`src/rtl/moving_average_ctrl.sv`:
```
// moving_average_ctrl: flush, warm-up and decimation sequencer for a ce-gated 5-tap moving-average filter.
// Optional warm-up discard (FILL state) is enabled by defining MA_CTRL_WARMUP_EN.
module moving_average_ctrl #(
  parameter int DATA_WIDTH = 16,
  parameter int DECIM = 4,
  parameter int WARMUP = 6,
  parameter int FLUSH_LEN = 6
) (
  input  logic                         clk,
  input  logic                         aresetn,
  input  logic                         flush,
  input  logic signed [DATA_WIDTH-1:0] s_tdata,
  input  logic                         s_tvalid,
  output logic                         s_tready,
  output logic                         filt_ce,
  output logic signed [DATA_WIDTH-1:0] filt_din,
  input  logic signed [DATA_WIDTH-1:0] filt_dout,
  output logic signed [DATA_WIDTH-1:0] m_tdata,
  output logic                         m_tvalid,
  input  logic                         m_tready,
  output logic                         busy
);
`ifdef MA_CTRL_WARMUP_EN
  typedef enum logic [1:0] {FLUSH, FILL, RUN} state_t;
`else
  typedef enum logic [1:0] {FLUSH, RUN} state_t;
`endif
  state_t state, state_n;
  logic [7:0] flush_cnt, flush_cnt_n, dec_cnt, dec_cnt_n;
`ifdef MA_CTRL_WARMUP_EN
  logic [7:0] warm_cnt, warm_cnt_n;
`endif
  logic pend, pend_n, m_tvalid_n, in_flush, acc, cap, dec_wrap;
  logic signed [DATA_WIDTH-1:0] m_tdata_n;
  // Reset is synchronous, so gate with aresetn to keep the filter flushing before the first edge.
  assign in_flush = !aresetn || state == FLUSH;
  assign s_tready = !in_flush && !flush && !pend && (!m_tvalid || m_tready);
  assign acc = s_tvalid && s_tready;
  assign filt_ce = in_flush || acc;
  assign filt_din = in_flush ? '0 : s_tdata;
  assign busy = in_flush;
  assign cap = pend && !flush;
  assign dec_wrap = dec_cnt == 8'(DECIM - 1);
  always_comb begin
    state_n = state;
    flush_cnt_n = flush_cnt;
    dec_cnt_n = dec_cnt;
`ifdef MA_CTRL_WARMUP_EN
    warm_cnt_n = warm_cnt;
`endif
    pend_n = 1'b0;
    m_tvalid_n = cap || (m_tvalid && !m_tready);
    m_tdata_n = cap ? filt_dout : m_tdata;
    case (state)
      FLUSH: begin
        flush_cnt_n = flush_cnt + 8'd1;
        if (flush_cnt == 8'(FLUSH_LEN - 1)) begin
          flush_cnt_n = '0;
`ifdef MA_CTRL_WARMUP_EN
          state_n = (WARMUP > 0) ? FILL : RUN;
`else
          state_n = RUN;
`endif
        end
      end
`ifdef MA_CTRL_WARMUP_EN
      FILL: if (acc) begin
        warm_cnt_n = warm_cnt + 8'd1;
        if (warm_cnt == 8'(WARMUP - 1)) state_n = RUN;
      end
`endif
      RUN: if (acc) begin
        pend_n = dec_wrap;
        dec_cnt_n = dec_wrap ? '0 : dec_cnt + 8'd1;
      end
      default: state_n = FLUSH;
    endcase
    // A held output survives a flush; only the uncaptured result is dropped.
    if (flush) begin
      state_n = FLUSH;
      flush_cnt_n = '0;
      dec_cnt_n = '0;
`ifdef MA_CTRL_WARMUP_EN
      warm_cnt_n = '0;
`endif
      pend_n = 1'b0;
    end
  end
  always_ff @(posedge clk) begin
    if (!aresetn) begin
      state <= FLUSH;
      flush_cnt <= '0;
      dec_cnt <= '0;
`ifdef MA_CTRL_WARMUP_EN
      warm_cnt <= '0;
`endif
      pend <= 1'b0;
      m_tvalid <= 1'b0;
      m_tdata <= '0;
    end else begin
      state <= state_n;
      flush_cnt <= flush_cnt_n;
      dec_cnt <= dec_cnt_n;
`ifdef MA_CTRL_WARMUP_EN
      warm_cnt <= warm_cnt_n;
`endif
      pend <= pend_n;
      m_tvalid <= m_tvalid_n;
      m_tdata <= m_tdata_n;
    end
  end
endmodule

```
`config.mk`:
```
export PLATFORM = sky130hd
export DESIGN_NAME = moving_average_ctrl
export DESIGN_NICKNAME = d
export VERILOG_FILES = /design/src/rtl/moving_average_ctrl.sv
export SDC_FILE = /design/constraint.sdc
export NUM_CORES = 1
export LEC_CHECK = 0
export ABC_AREA = 1
export CAP_MARGIN = 5
export CELL_PAD_IN_SITES_DETAIL_PLACEMENT = 1
export CELL_PAD_IN_SITES_GLOBAL_PLACEMENT = 2
export CORE_UTILIZATION = 22
export CTS_CLUSTER_DIAMETER = 60
export DETAILED_ROUTE_END_ITERATION = 10
export HOLD_SLACK_MARGIN = 0.06
export PLACE_DENSITY_LB_ADDON = 0.1
export SLEW_MARGIN = 20
export SYNTH_ARGS = -nofsm -noshare
export SYNTH_HDL_FRONTEND = slang
export SYNTH_SLANG_ARGS = --single-unit
```
`constraint.sdc`:
```
create_clock -name clk -period 1.35 [get_ports clk]
set_input_delay 0.27 -clock clk [delete_from_list [all_inputs] [get_ports clk]]
set_output_delay 0.27 -clock clk [all_outputs]
set_load 0.02 [all_outputs]
```
==> results.py <==
metrics = {
    "outcome": {
        "status": "complete, but fails checks",
        "violations": "negative setup slack",
    },
    "route": {
        "viasPerCell": 4.150,
        "dr_total_vias": 1880,
        "ant_nets": 0,
        "drt-total-wl_um": 5299,
        "drc": 0,
        "drtIter0Drc": 45,
        "first_pass_iters": 4,
        "wl_per_cell_um": 11.70,
    },
    "critical_path": {
        "timing.critical_path.buf_inv": 3,
        "r2r_start": "dec_cnt[1]$_SDFFE_PP0P_",
        "slowest_delay_ns": 0.38,
        "cp_max_fo": 4,
        "crit_type": "flop to output port",
        "worstPathArrival_ns": 1.20,
        "crit_top_cell": "nor2_4",
        "cp_cell_sequence": "inv_4 -> nor2_4 -> inv_2 -> nor2_4 -> nand2_2 -> nand3_2 -> buf_6",
        "reg2reg_depth": 6,
        "reg2reg_slack_ns": 0.11,
        "cp_slowest_cell": "dfxtp_4",
        "critPathLaunch": "state[0]$_SDFFE_PP0P_",
        "crit_path_end_kind": "output port",
        "reg2reg_to": "dec_cnt[1]$_SDFFE_PP0P_",
        "crit_path_start_kind": "flop",
        "crit_required_ns": 1.08,
        "cp_top_family": "flip-flops",
    },
    "final_layout": {
        "fin_cells": 453,
        "multi_input_area_sq_um": 899.6,
        "nFillCells": 986,
        "diodes": 0,
        "fin_nets": 390,
        "register_area_sq_um": 706.9,
        "design_area_sq_um": 2875,
        "syn2layout_area_growth_pct": 64.85,
        "drive_gt1_frac": 0.2365,
    },
    "grt": {
        "grt_pass1_vias": 1845,
        "antenna_found_initial": 0,
        "grt_pass1_wl_um": 9163,
        "grt_max_degree": 18,
        "grt_usage": 0.1375,
        "overflow": 0,
    },
    "die": {
        "dieHeight_um": 91.04,
        "start_util": 0.2269,
        "fp.coreArea_sq_um": 7687,
        "io_pins": 73,
        "die_w_um": 91.04,
        "fp-row-count": 32,
        "die_area_sq_um": 8288,
    },
    "timing": {
        "finalCritPeriodShare": 1.090,
        "worst_slew_pin_slew_ns": 0.2702,
        "tns_ns": -1.465,
        "finalSetupViolations": 19,
        "slew_headroom": 0.8189,
        "hold_viol": 0,
        "layout_min_cycle_time_ns": 1.472,
        "clock_skew_ns": 0.006843,
        "max_freq_ghz": 0.6794,
        "whs_ns": 0.4977,
        "fin_ws_ns": -0.1218,
        "slew_viol_final": 0,
        "rsz0062_at_grt": "yes",
    },
    "cts": {
        "cts_tree": "done",
        "worstSkewPairLatency_ns": 0.29,
        "numCtsBuffers": 5,
        "path_clk_slew_ns": 0.08,
        "cts_sinks": 35,
        "cts-htree-levels": 2,
        "root_buffer": "clkbuf_8",
        "clockBufferDepth": 2,
    },
    "pwr": {
        "cellLeakagePower_nw": 1.354,
        "p_int_mw": 1.704,
        "ir_drop_mv": 0.3957,
        "p_seq_frac": 0.471,
        "p_sw_frac": 0.2246,
        "p_total_mw": 2.198,
        "power_frac_comb": 0.079,
        "pwr-share-clk": 0.450,
        "switching_power_mw": 0.4936,
        "power_density_nw_per_um2": 764.3,
    },
    "logic_synthesis": {
        "synth_top_area_share": 0.4017,
        "yosys-top-cells-count": "nor2_1, nand2_1, inv_1, dfxtp_1, o21ai_0",
        "synth-edff-count": 0,
        "netlist_area_sq_um": 1744,
        "synthFlopType": "dfxtp_1",
        "syn_inst": 254,
        "yosysMostFrequentCell": "nor2_1",
        "ys_types": 27,
        "synth_nets": 294,
        "synth-seq-cells": 35,
        "avgSynthCellArea_sq_um": 6.867,
        "synth.largest_area_cell": "dfxtp_1",
        "yosysWarnings": 0,
        "ys_top_cells_by_area": "dfxtp_1, nor2_1, nand2_1, inv_1, o21ai_0",
        "seq_area_frac_synth": 0.4017,
        "async_flop_share": 0,
    },
    "min_path": {
        "worstHoldStart": "flush_cnt[1]$_SDFFE_PP0N_",
        "hp-class": "flop to flop",
        "holdPathEnd": "flush_cnt[1]$_SDFFE_PP0N_",
        "whs_path_depth": 2,
    },
    "place": {
        "hpwl_um": 3970,
        "dpl_cell_area_sq_um": 2736,
        "dp_cells": 440,
        "numPortBuffers": 72,
        "place.gp.congestion": 0.6790,
    },
    "job": {
        "cap_violations": 0,
    },
}
metal layers:
metal / share of wire / track usage / up-vias
met3: 0.050 / 0.03183 / 7
met1: 0.48 / 0.1739 / 852
met5: 0 / 0 / -
met4: 0.013 / 0.04894 / 0
li1: - / - / 971
met2: 0.46 / 0.2279 / 50
cells in the final DEF (no fill, tap or decap), drive strengths merged:
| cell type | count |
|---|---|
| a21oi | 9 |
| buf | 42 |
| bufinv | 1 |
| clkbuf | 6 |
| clkdlybuf4s50 | 33 |
| clkinv | 1 |
| dfxtp | 35 |
| dlygate4sd2 | 19 |
| ha | 3 |
| inv | 40 |
| nand2 | 43 |
| nand3 | 14 |
| nand4 | 2 |
| nor2 | 75 |
| nor3 | 2 |
| nor3b | 1 |
| o21ai | 21 |
| xnor2 | 1 |
| xor2 | 3 |
worst max path at each step:
stage,endpoint,slack (ns),cells after the start
after floorplan,filt_din[10],-0.01,4
after global placement,filt_ce,-0.83,8
after detailed placement,filt_ce,-0.86,8
after CTS,filt_ce,-0.19,7
after global routing,filt_ce,-0.21,7
final,filt_ce,-0.12,7
sequential cells by signal, indices dropped and copies added, names as in the netlist:
name       cells
dec_cnt        8
flush_cnt      8
m_tdata       16
m_tvalid       1
pend           1
state          1
cell type report:
| cell class | instances | area share |
|---|---|---|
| clock buffers | 5 | 0.02393 |
| clock inverters | 3 | 0.01654 |
| repair buffers | 95 | 0.3037 |
| well taps | 102 | 0.04439 |
| multi-input cells | 174 | 0.3129 |
| flip-flops and latches | 35 | 0.2459 |
| inverters | 39 | 0.05265 |
logic make-up after synthesis:
logic type                 after synthesis  share of synthesized area
AOI/OAI and AO/OA                       30                    0.09469
xor gates and xnor gates                 4                    0.02009
adders and majority gates                3                    0.02152
buffers and inverters                   46                     0.1105
DFF                                     35                     0.4017
and+or+nand+nor                        136                     0.3515
metrics by stage:
stage,util,worst slack (ns)
2_1_floorplan,-,-0.01081
5_1_grt,0.3740,-0.2083
6_report,0.3740,-0.1218
3_5_place_dp,0.3560,-0.8625
3_3_place_gp,0.3560,-0.8344
4_1_cts,0.3643,-0.1946
tightest hold or removal path, stage by stage, from the launching register on:
cell and delay, ns:
dfxtp_2 0.34, nand2_1 0.06, a21oi_1 0.06
timing repair:
item | in CTS | in global routing
pin swaps | 1 | 5
endpoints found under the setup margin | 45 | 28
setup buffers | 1 | 3
hold buffers | 0 | 0
cloned | 0 | 1
resized for setup | 121 | 16
power by group through the flow:
stage               Combinational, mW  Sequential (mW)  Clock, mW
global route                    0.190             1.04       1.07
CTS                             0.173             1.04       1.04
floorplan                      0.0455             1.06          0
detailed placement              0.174             1.06          0
finish                          0.173             1.04      0.989
global placement                0.172             1.06          0
Power figures use the tool's default switching activity.
